`config.mk`:
```
export PLATFORM = sky130hd
export DESIGN_NAME = multicycle_control_unit_flat
export DESIGN_NICKNAME = d
export VERILOG_FILES = /design/src/rtl/multicycle_control_unit_if.sv /design/src/rtl/multicycle_control_unit.sv /design/src/flat_wrapper.sv
export SDC_FILE = /design/constraint.sdc
export NUM_CORES = 1
export LEC_CHECK = 0
export BUFFER_PORTS_ARGS = -buffer_cell sky130_fd_sc_hd__buf_2
export CAP_MARGIN = 0
export CORE_MARGIN = 2
export CORE_UTILIZATION = 30
export CTS_CLUSTER_SIZE = 30
export DETAILED_ROUTE_END_ITERATION = 12
export PLACE_DENSITY_LB_ADDON = 0.12
export REMOVE_ABC_BUFFERS = 1
export SLEW_MARGIN = 20
export SYNTH_ARGS = -nofsm -noshare
export SYNTH_HDL_FRONTEND = slang
export SYNTH_SLANG_ARGS = --single-unit
export TNS_END_PERCENT = 50
```
`constraint.sdc`:
```
create_clock -name clk -period 2.72 [get_ports clk]
set_input_delay 0.136 -clock clk [delete_from_list [all_inputs] [get_ports clk]]
set_output_delay 0.136 -clock clk [all_outputs]
set_load 0.02 [all_outputs]
```
`src/rtl/multicycle_control_unit_if.sv`:
```
// Controller <-> datapath bundle for the multi-cycle RV32I core.
// master = control unit, slave = datapath side.
interface multicycle_control_unit_if #(
  parameter int INSTR_WIDTH = 32
);
  logic [INSTR_WIDTH-1:0] instr_i;
  logic                   eq_i;
  logic                   mem_ready_i;
  logic                   PCWrite_o;
  logic                   AdrSrc_o;
  logic                   MemWrite_o;
  logic                   IRWrite_o;
  logic [1:0]             ResultSrc_o;
  logic [1:0]             ALUSrcA_o;
  logic [1:0]             ALUSrcB_o;
  logic [2:0]             ALUControl_o;
  logic [1:0]             ImmSrc_o;
  logic                   RegWrite_o;
  logic                   illegal_o;
  logic [3:0]             state_o;

  modport master (
    input  instr_i, eq_i, mem_ready_i,
    output PCWrite_o, AdrSrc_o, MemWrite_o,
    output IRWrite_o, ResultSrc_o,
    output ALUSrcA_o, ALUSrcB_o, ALUControl_o,
    output ImmSrc_o, RegWrite_o, illegal_o,
    output state_o
  );

  modport slave (
    output instr_i, eq_i, mem_ready_i,
    input  PCWrite_o, AdrSrc_o, MemWrite_o,
    input  IRWrite_o, ResultSrc_o,
    input  ALUSrcA_o, ALUSrcB_o, ALUControl_o,
    input  ImmSrc_o, RegWrite_o, illegal_o,
    input  state_o
  );
endinterface

```
`src/rtl/multicycle_control_unit.sv`:
```
// Multi-cycle RV32I control FSM: sequences one shared ALU
// and a unified memory with a ready handshake.
module multicycle_control_unit #(
  parameter int INSTR_WIDTH = 32,
  parameter bit MEM_WAIT_EN = 1'b1
) (
  input logic                       clk,
  input logic                       rst,
  multicycle_control_unit_if.master bus
);

  typedef enum logic [3:0] {
    FETCH    = 4'd0,
    DECODE   = 4'd1,
    MEMADR   = 4'd2,
    MEMREAD  = 4'd3,
    MEMWB    = 4'd4,
    MEMWRITE = 4'd5,
    EXECR    = 4'd6,
    EXECI    = 4'd7,
    ALUWB    = 4'd8,
    JAL      = 4'd9,
    BRANCH   = 4'd10
  } state_t;

  state_t state;
  state_t nxt;
  state_t cur;

  logic [INSTR_WIDTH-1:0] instr;
  logic [6:0] opc;
  logic [2:0] f3;
  logic       f7b5;
  logic       ready;
  logic       is_load;
  logic       is_store;
  logic       is_r;
  logic       is_i;
  logic       is_jal;
  logic       is_bop;
  logic       is_br;
  logic [1:0] alu_op;
  logic [2:0] alu_ctl;
  logic       pcw;
  logic       irw;
  logic       memw;
  logic       regw;
  logic       ill;
  logic       unused_bits;

  assign instr = bus.instr_i;
  assign opc   = instr[6:0];
  assign f3    = instr[14:12];
  assign f7b5  = instr[30];
  assign unused_bits = ^{instr[INSTR_WIDTH-1:31],
                         instr[29:15], instr[11:7]};

  assign ready = MEM_WAIT_EN ? bus.mem_ready_i : 1'b1;

  assign is_load  = (opc == 7'b0000011);
  assign is_store = (opc == 7'b0100011);
  assign is_r     = (opc == 7'b0110011);
  assign is_i     = (opc == 7'b0010011);
  assign is_jal   = (opc == 7'b1101111);
  assign is_bop   = (opc == 7'b1100011);
  assign is_br    = is_bop & (f3[2:1] == 2'b00);

  always_ff @(posedge clk) begin
    if (rst) state <= FETCH;
    else     state <= nxt;
  end

  // Reset forces FETCH-valued outputs even mid-instruction.
  assign cur = rst ? FETCH : state;

  always_comb begin
    nxt             = cur;
    pcw             = 1'b0;
    irw             = 1'b0;
    memw            = 1'b0;
    regw            = 1'b0;
    ill             = 1'b0;
    alu_op          = 2'b00;
    bus.AdrSrc_o    = 1'b0;
    bus.ResultSrc_o = 2'b00;
    bus.ALUSrcA_o   = 2'b00;
    bus.ALUSrcB_o   = 2'b00;
    unique case (cur)
      FETCH: begin
        bus.ALUSrcB_o   = 2'b10;
        bus.ResultSrc_o = 2'b10;
        irw             = ready;
        pcw             = ready;
        if (ready) nxt = DECODE;
      end
      DECODE: begin
        bus.ALUSrcA_o = 2'b01;
        bus.ALUSrcB_o = 2'b01;
        unique case (1'b1)
          is_load, is_store: nxt = MEMADR;
          is_r:              nxt = EXECR;
          is_i:              nxt = EXECI;
          is_jal:            nxt = JAL;
          is_br:             nxt = BRANCH;
          default: begin
            nxt = FETCH;
            ill = 1'b1;
          end
        endcase
      end
      MEMADR: begin
        bus.ALUSrcA_o = 2'b10;
        bus.ALUSrcB_o = 2'b01;
        nxt = opc[5] ? MEMWRITE : MEMREAD;
      end
      MEMREAD: begin
        bus.AdrSrc_o = 1'b1;
        if (ready) nxt = MEMWB;
      end
      MEMWB: begin
        bus.ResultSrc_o = 2'b01;
        regw            = 1'b1;
        nxt             = FETCH;
      end
      MEMWRITE: begin
        bus.AdrSrc_o = 1'b1;
        memw         = 1'b1;
        if (ready) nxt = FETCH;
      end
      EXECR: begin
        bus.ALUSrcA_o = 2'b10;
        alu_op        = 2'b10;
        nxt           = ALUWB;
      end
      EXECI: begin
        bus.ALUSrcA_o = 2'b10;
        bus.ALUSrcB_o = 2'b01;
        alu_op        = 2'b10;
        nxt           = ALUWB;
      end
      JAL: begin
        bus.ALUSrcA_o = 2'b01;
        bus.ALUSrcB_o = 2'b10;
        pcw           = 1'b1;
        nxt           = ALUWB;
      end
      ALUWB: begin
        regw = 1'b1;
        nxt  = FETCH;
      end
      BRANCH: begin
        bus.ALUSrcA_o = 2'b10;
        alu_op        = 2'b01;
        pcw           = bus.eq_i ^ f3[0];
        nxt           = FETCH;
      end
      default: nxt = FETCH;
    endcase
  end

  always_comb begin
    alu_ctl = 3'b000;
    unique case (alu_op)
      2'b01: alu_ctl = 3'b001;
      2'b10: begin
        unique case (f3)
          3'b000:  alu_ctl = (opc[5] & f7b5) ? 3'b001
                                             : 3'b000;
          3'b010:  alu_ctl = 3'b101;
          3'b110:  alu_ctl = 3'b011;
          3'b111:  alu_ctl = 3'b010;
          default: alu_ctl = 3'b000;
        endcase
      end
      default: alu_ctl = 3'b000;
    endcase
  end

  always_comb begin
    bus.ImmSrc_o = 2'b00;
    unique case (1'b1)
      is_store: bus.ImmSrc_o = 2'b01;
      is_bop:   bus.ImmSrc_o = 2'b10;
      is_jal:   bus.ImmSrc_o = 2'b11;
      default:  bus.ImmSrc_o = 2'b00;
    endcase
  end

  assign bus.ALUControl_o = alu_ctl;
  assign bus.PCWrite_o    = pcw  & ~rst;
  assign bus.IRWrite_o    = irw  & ~rst;
  assign bus.MemWrite_o   = memw & ~rst;
  assign bus.RegWrite_o   = regw & ~rst;
  assign bus.illegal_o    = ill  & ~rst;
  assign bus.state_o      = cur;

endmodule

```
`src/flat_wrapper.sv`:
```
// flat-port wrapper written by rule: the top's interface ports become plain ports
module multicycle_control_unit_flat 
#(
  parameter int INSTR_WIDTH = 32,
  parameter bit MEM_WAIT_EN = 1'b1
)
  (clk, rst, bus_instr_i, bus_eq_i, bus_mem_ready_i, bus_PCWrite_o, bus_AdrSrc_o, bus_MemWrite_o, bus_IRWrite_o, bus_ResultSrc_o, bus_ALUSrcA_o, bus_ALUSrcB_o, bus_ALUControl_o, bus_ImmSrc_o, bus_RegWrite_o, bus_illegal_o, bus_state_o);
  multicycle_control_unit_if #(.INSTR_WIDTH(INSTR_WIDTH)) bus_i ();
  input logic clk;
  input logic rst;
  input wire logic [$bits(bus_i.instr_i)-1:0] bus_instr_i;
  input wire logic [$bits(bus_i.eq_i)-1:0] bus_eq_i;
  input wire logic [$bits(bus_i.mem_ready_i)-1:0] bus_mem_ready_i;
  output wire logic [$bits(bus_i.PCWrite_o)-1:0] bus_PCWrite_o;
  output wire logic [$bits(bus_i.AdrSrc_o)-1:0] bus_AdrSrc_o;
  output wire logic [$bits(bus_i.MemWrite_o)-1:0] bus_MemWrite_o;
  output wire logic [$bits(bus_i.IRWrite_o)-1:0] bus_IRWrite_o;
  output wire logic [$bits(bus_i.ResultSrc_o)-1:0] bus_ResultSrc_o;
  output wire logic [$bits(bus_i.ALUSrcA_o)-1:0] bus_ALUSrcA_o;
  output wire logic [$bits(bus_i.ALUSrcB_o)-1:0] bus_ALUSrcB_o;
  output wire logic [$bits(bus_i.ALUControl_o)-1:0] bus_ALUControl_o;
  output wire logic [$bits(bus_i.ImmSrc_o)-1:0] bus_ImmSrc_o;
  output wire logic [$bits(bus_i.RegWrite_o)-1:0] bus_RegWrite_o;
  output wire logic [$bits(bus_i.illegal_o)-1:0] bus_illegal_o;
  output wire logic [$bits(bus_i.state_o)-1:0] bus_state_o;
  assign bus_i.instr_i = bus_instr_i;
  assign bus_i.eq_i = bus_eq_i;
  assign bus_i.mem_ready_i = bus_mem_ready_i;
  assign bus_PCWrite_o = bus_i.PCWrite_o;
  assign bus_AdrSrc_o = bus_i.AdrSrc_o;
  assign bus_MemWrite_o = bus_i.MemWrite_o;
  assign bus_IRWrite_o = bus_i.IRWrite_o;
  assign bus_ResultSrc_o = bus_i.ResultSrc_o;
  assign bus_ALUSrcA_o = bus_i.ALUSrcA_o;
  assign bus_ALUSrcB_o = bus_i.ALUSrcB_o;
  assign bus_ALUControl_o = bus_i.ALUControl_o;
  assign bus_ImmSrc_o = bus_i.ImmSrc_o;
  assign bus_RegWrite_o = bus_i.RegWrite_o;
  assign bus_illegal_o = bus_i.illegal_o;
  assign bus_state_o = bus_i.state_o;
  multicycle_control_unit #(.INSTR_WIDTH(INSTR_WIDTH), .MEM_WAIT_EN(MEM_WAIT_EN)) u_core (.clk(clk), .rst(rst), .bus(bus_i));
endmodule
```
==> results of run 1 <==
## where the power goes
part	total, mW	leakage, nW	internal [mW]	switching, mW
sequential	0.0631	0.0325	0.0601	0.00304
clock	0.0697	0.0138	0.0491	0.0206
combinational	0.0610	0.408	0.0261	0.0349
total	0.194	0.454	0.135	0.0585
## critical path: stages (launching register included)
cell and delay, ps:
dfxtp_1 420, or4b_4 610, nor3b_4 270, inv_1 70, ha_1 310, nor3_1 160
buf_2 190
## per-layer routing
metal | global-route usage (%) | vias up
met5 | 0 | -
li1 | - | 415
met1 | 19.00 | 355
met3 | 2.083 | 0
met2 | 21.93 | 30
met4 | 5.405 | 0
## cells in the final DEF, fill, tap and decap left out, types with 2 or more instances in the layout
cell type	n
buf_2	35
o31ai_1	2
nand2b_1	6
nor3b_1	2
nor3_1	4
a21oi_1	5
inv_1	11
buf_4	2
nand2_1	7
clkbuf_4	3
xnor2_1	3
nor2b_1	2
o21ai_0	2
nor4_1	5
nand3b_1	3
a31oi_1	2
dfxtp_1	4
ha_1	2
nor2_1	12
## metrics by stage
step | setup WS, ps | util (%)
global route | 230.9 | 43.75
detailed placement | 563.9 | 42.63
floorplan | 445.7 | -
finish | 339.6 | 43.75
global placement | 597.7 | 42.63
CTS | 314.1 | 43.75
## path summary, 6_finish.rpt
check                  start             endpoint  slack (ps)  cells after the start
min           bus_instr_i[4]      u_core.state[2]         170                      3
max reg2reg  u_core.state[0]      u_core.state[0]         830                      4
max          u_core.state[0]  bus_ALUControl_o[1]         340                      6
min reg2reg  u_core.state[2]      u_core.state[1]         670                      2
## cells by family (layout without fill, tap and decap cells)
kind of cell             Yosys count  in the layout  share of synthesized area [%]
AO/OA/AOI/OAI                     21             21                          23.75
adder cells (fa/ha/maj)            2              2                          3.831
flip-flops                         4              4                          12.26
multiplexers                       1              1                          1.533
buffers and inverters             17             51                          9.960
AND/OR/NAND/NOR                   48             48                          43.29
XOR/XNOR                           4              4                          5.365
## final cells by class
type / instances / area, um^2
fill: 229 / 1126
tap: 27 / 33.78
multi-input combinational: 76 / 508.0
sequential: 4 / 80.08
clock buffer: 3 / 22.52
timing repair buffer: 37 / 190.2
inverter: 11 / 41.29
==> results.json, run 1 <==
{
  "clk_latency_ps": 230,
  "hold_path_class": "in2reg",
  "track_usage_pct": 13.94,
  "top_regs": "u_core.state (4)",
  "worst_pin_slew_ps": 658.6,
  "place_inst": 155,
  "initialDrtViolationCount": 10,
  "setup-violations-final": 0,
  "dieArea_mm2": 0.002566,
  "rsz0062_at_grt": "no",
  "hold_buffers": 0,
  "synthArstFlopShare_pct": 0,
  "hold_violations": 0,
  "cp.arrival_ps": 2240,
  "cts_resized": 0,
  "drive_gt1_share_pct": 34.35,
  "cts_setup_buffers": 0,
  "die_h_um": 50.66,
  "root_buffer": "clkbuf_4",
  "ys_ff_latch": 4,
  "required_ps": 2580,
  "route.detailed.drc": 0,
  "critical_path_class": "reg2out",
  "gr-total-overflow": 0,
  "row_count": 16,
  "ios": 57,
  "grt_max_degree": 21,
  "synthFlopType": "dfxtp_1",
  "avgRoutedWirePerCell_um": 11.06,
  "final_nets": 171,
  "totalNegativeSetupSlack_ps": 0,
  "p_total_uw": 193.8,
  "dr.pass1.iters": 4,
  "p_leak_nw": 0.4541,
  "grt_antenna_before_repair": 0,
  "power.density_mw_per_mm2": 221.3,
  "gp_congestion": 0.7473,
  "fin_crit_sh_pct": 87.51,
  "route.met3.wl_um": 117,
  "cts.sinks": 4,
  "crit_path_start_kind": "flip-flop",
  "finalMaxSlewViolations": 0,
  "placed_cell_area_um2": 853.3,
  "met1_length_um": 831,
  "top_layer": "met3",
  "period_needed_ps": 2380,
  "stdcell_count": 158,
  "yosysSeqAreaShare_pct": 12.26,
  "synth_area_per_cell_um2": 6.733,
  "clock_skew_ps": 1.891,
  "cts_buffers": 3,
  "portBuffers": 35,
  "drt_wl_total_mm": 1.747,
  "synth_top_area_cell": "dfxtp_1",
  "start_util_pct": 32.62,
  "status": "complete, no violations",
  "timing.hold.ws_ps": 168.5,
  "relSlewSlack_pct": 55.69,
  "syn_inst": 97,
  "syn_area_um2": 653.1,
  "ir_drop_mv": 0.1633,
  "cts-htree-levels": 1,
  "yosysMostFrequentCell": "nor2_1",
  "synth_commonest_cells": "nor2_1, inv_1, nand2_1, nand2b_1",
  "largest_reg_flops": 4,
  "num_antenna_cells": 0,
  "clockBufferDepth": 2,
  "largest-register": "u_core.state",
  "worstPathMaxFanout": 11,
  "fmax_ghz": 0.4201,
  "first_global_vias": 690,
  "synth_top_area_share_pct": 12.26,
  "finalInstanceArea_um2": 875.8,
  "ant_nets": 0,
  "synth_cell_types": 38,
  "hpwl_mm": 1.381,
  "synth_edf_count": 0,
  "die_w_um": 50.66,
  "via_count": 800,
  "grt_first_pass_wirelength_mm": 2.849,
  "synth.area.top_cells": "dfxtp_1, nor2_1, inv_1, nand2b_1, nor4_1",
  "core_mm2": 0.002002,
  "cp-end-kind": "output port",
  "area_growth_syn_to_layout_pct": 34.10,
  "viasPerCell": 5.063,
  "cts_tree": "yes",
  "max-cap-violations": 0,
  "synth_warnings": 0,
  "clkTransAtPathRegs_ps": 30,
  "wl_met2_um": 799
}
Note: power is estimated with default switching activity, not from simulation.
==> run 2: changes to the inputs <==
Settings changed: ABC_AREA from default to 1, PLACE_DENSITY from default to 0.73, PLACE_DENSITY_LB_ADDON 0.12 to default.
==> results.json, run 2 <==
{
  "status": "complete, no violations",
  "cp_top_family": "simple AND/OR/NAND/NOR gates",
  "avgRoutedWirePerCell_um": 9.370,
  "ant_nets": 0,
  "initialDrtViolationCount": 15,
  "fmax_ghz": 0.4975,
  "root_buffer": "clkbuf_4",
  "synth_cell_types": 20,
  "hold_path_class": "in2reg",
  "relSlewSlack_pct": 81.87,
  "via_count": 806,
  "synth_top_area_share_pct": 23.28,
  "required_ps": 2580,
  "row_count": 15,
  "portBuffers": 35,
  "ir_drop_mv": 0.1042,
  "mostFrequentLayoutCells": "nand2_1, buf_2, inv_1",
  "synth_warnings": 0,
  "clk_latency_ps": 240,
  "crit_path_start_kind": "flip-flop",
  "die_h_um": 47.37,
  "clkTransAtPathRegs_ps": 40,
  "crit_start": "u_core.state[2]",
  "crit_path_cell_trace": "nand2_2 > nor2_2 > inv_2 > nor2_2 > ha_1 > inv_1 > nor3_1 > nand3_1 > a31oi_1 > buf_2",
  "route.detailed.drc": 0,
  "cp_common_cell": "nor2_2",
  "synth_top_area_cell": "nand2_1",
  "rsz0062_at_grt": "no",
  "gp_congestion": 0.9081,
  "top_regs": "u_core.state (4)",
  "gr-total-overflow": 0,
  "dieArea_mm2": 0.002244,
  "largest-register": "u_core.state",
  "cts_setup_buffers": 0,
  "finalMaxSlewViolations": 0,
  "worstReg2RegStart": "u_core.state[3]",
  "timing.hold.ws_ps": 140.7,
  "start_util_pct": 32.33,
  "period_needed_ps": 2010,
  "hold_violations": 0,
  "cts.sinks": 4,
  "stdcell_count": 173,
  "cts-htree-levels": 1,
  "cp-end-kind": "output port",
  "critical_path.max_stage_delay_ps": 370,
  "cts_tree": "yes",
  "hold_buffers": 0,
  "synth.area.top_cells": "nand2_1, dfxtp_1, inv_1, nand3_1, nor2_1",
  "first_global_vias": 714,
  "yosysMostFrequentCell": "nand2_1",
  "totalNegativeSetupSlack_ps": 0,
  "cts_resized": 0,
  "clockBufferDepth": 2,
  "grt_max_degree": 7,
  "max-cap-violations": 0,
  "worstPathMaxFanout": 4,
  "synthArstFlopShare_pct": 0,
  "syn_area_um2": 564.3,
  "num_antenna_cells": 0,
  "synth_edf_count": 0,
  "cp.arrival_ps": 1870,
  "ios": 57,
  "grt_antenna_before_repair": 0,
  "min-delay-start": "rst",
  "path_buf_inv": 3,
  "final_nets": 188,
  "p_leak_nw": 0.5232,
  "worst_pin_slew_ps": 271.8,
  "die_w_um": 47.37,
  "drt_wl_total_mm": 1.621,
  "cts_buffers": 3,
  "syn_inst": 110,
  "synthFlopType": "dfxtp_1",
  "critical_path_class": "reg2out",
  "synth_commonest_cells": "nand2_1, inv_1, nand3_1, nor2_1, inv_2",
  "hpwl_mm": 1.435,
  "dr.pass1.iters": 4,
  "synth_area_per_cell_um2": 5.130,
  "setup-violations-final": 0,
  "largest_reg_flops": 4,
  "ys_ff_latch": 4,
  "n_fill_cell": 214,
  "core_mm2": 0.001745,
  "place_inst": 170,
  "area_growth_syn_to_layout_pct": 40.58,
  "yosysSeqAreaShare_pct": 14.19,
  "fin_crit_sh_pct": 73.89,
  "viasPerCell": 4.659,
  "cp_slowest_cell": "dfxtp_1",
  "track_usage_pct": 17.44,
  "grt_first_pass_wirelength_mm": 2.773,
  "drive_gt1_share_pct": 35.81,
  "power.density_mw_per_mm2": 270.5,
  "clock_skew_ps": 1.961
}
-- run 2: cell types whose count changed in the layout (fill, tap and decap cells not counted), sizes merged, moves of 3 or more --
cell,change
inv,+14
nor2,+3
nand3,+12
nand2b,-6
nand2,+30
nor3b,-3
xnor2,-3
nand3b,-3
nor4,-4
a21oi,-3
-- run 2: cell families after synthesis --
family,synth area share [%]
AND/OR/NAND/NOR,56.10
buffers and inverters,16.63
AO/OA/AOI/OAI,7.096
flip-flops,14.19
adder cells (fa/ha/maj),4.434
XOR/XNOR,1.552
-- run 2: path summary, 6_finish.rpt --
check / slack, ps / depth (start not counted) / endpoint
worst max-delay path: 710 / 10 / bus_ALUControl_o[0]
worst min-delay path: 140 / 2 / u_core.state[0]
worst max register to register: 1570 / 5 / u_core.state[0]
worst min register to register: 640 / 3 / u_core.state[2]
-- run 2: report_power, final --
part | switching [mW] | internal, mW | total, mW | leakage (nW)
clock | 0.0259 | 0.0494 | 0.0754 | 0.0138
sequential | 0.00279 | 0.0616 | 0.0644 | 0.0327
combinational | 0.0483 | 0.0265 | 0.0748 | 0.477
total | 0.0770 | 0.138 | 0.215 | 0.523
-- run 2: cell type report --
cell class                 count  area (um^2)  area share (%)
clock buffer                   3        22.52           2.839
inverter                      25        93.84           11.83
multi-input combinational     81        390.4           49.21
sequential                     4        80.08           10.09
tap                           25        31.28           3.943
timing repair buffer          35        175.2           22.08
-- run 2: metal layers --
metal / up-vias / global-route usage, % / wire, um
met4: 0 / 12.22 / 52
met5: - / 0 / 0
li1: 417 / - / -
met3: 7 / 2.308 / 129
met1: 343 / 20.68 / 695
met2: 39 / 28.65 / 744
-- run 2: metrics by stage --
step,worst slack (ps),total power [mW],util [%],area [um^2]
final,710.1,0.2146,45.45,793.3
after global routing,545.3,0.2286,45.45,793.3
after CTS,691.3,0.2176,45.45,793.3
after detailed placement,915.1,0.1401,44.16,770.7
after global placement,953.9,0.1383,44.16,770.7
after floorplan,592.7,0.1106,-,564.3
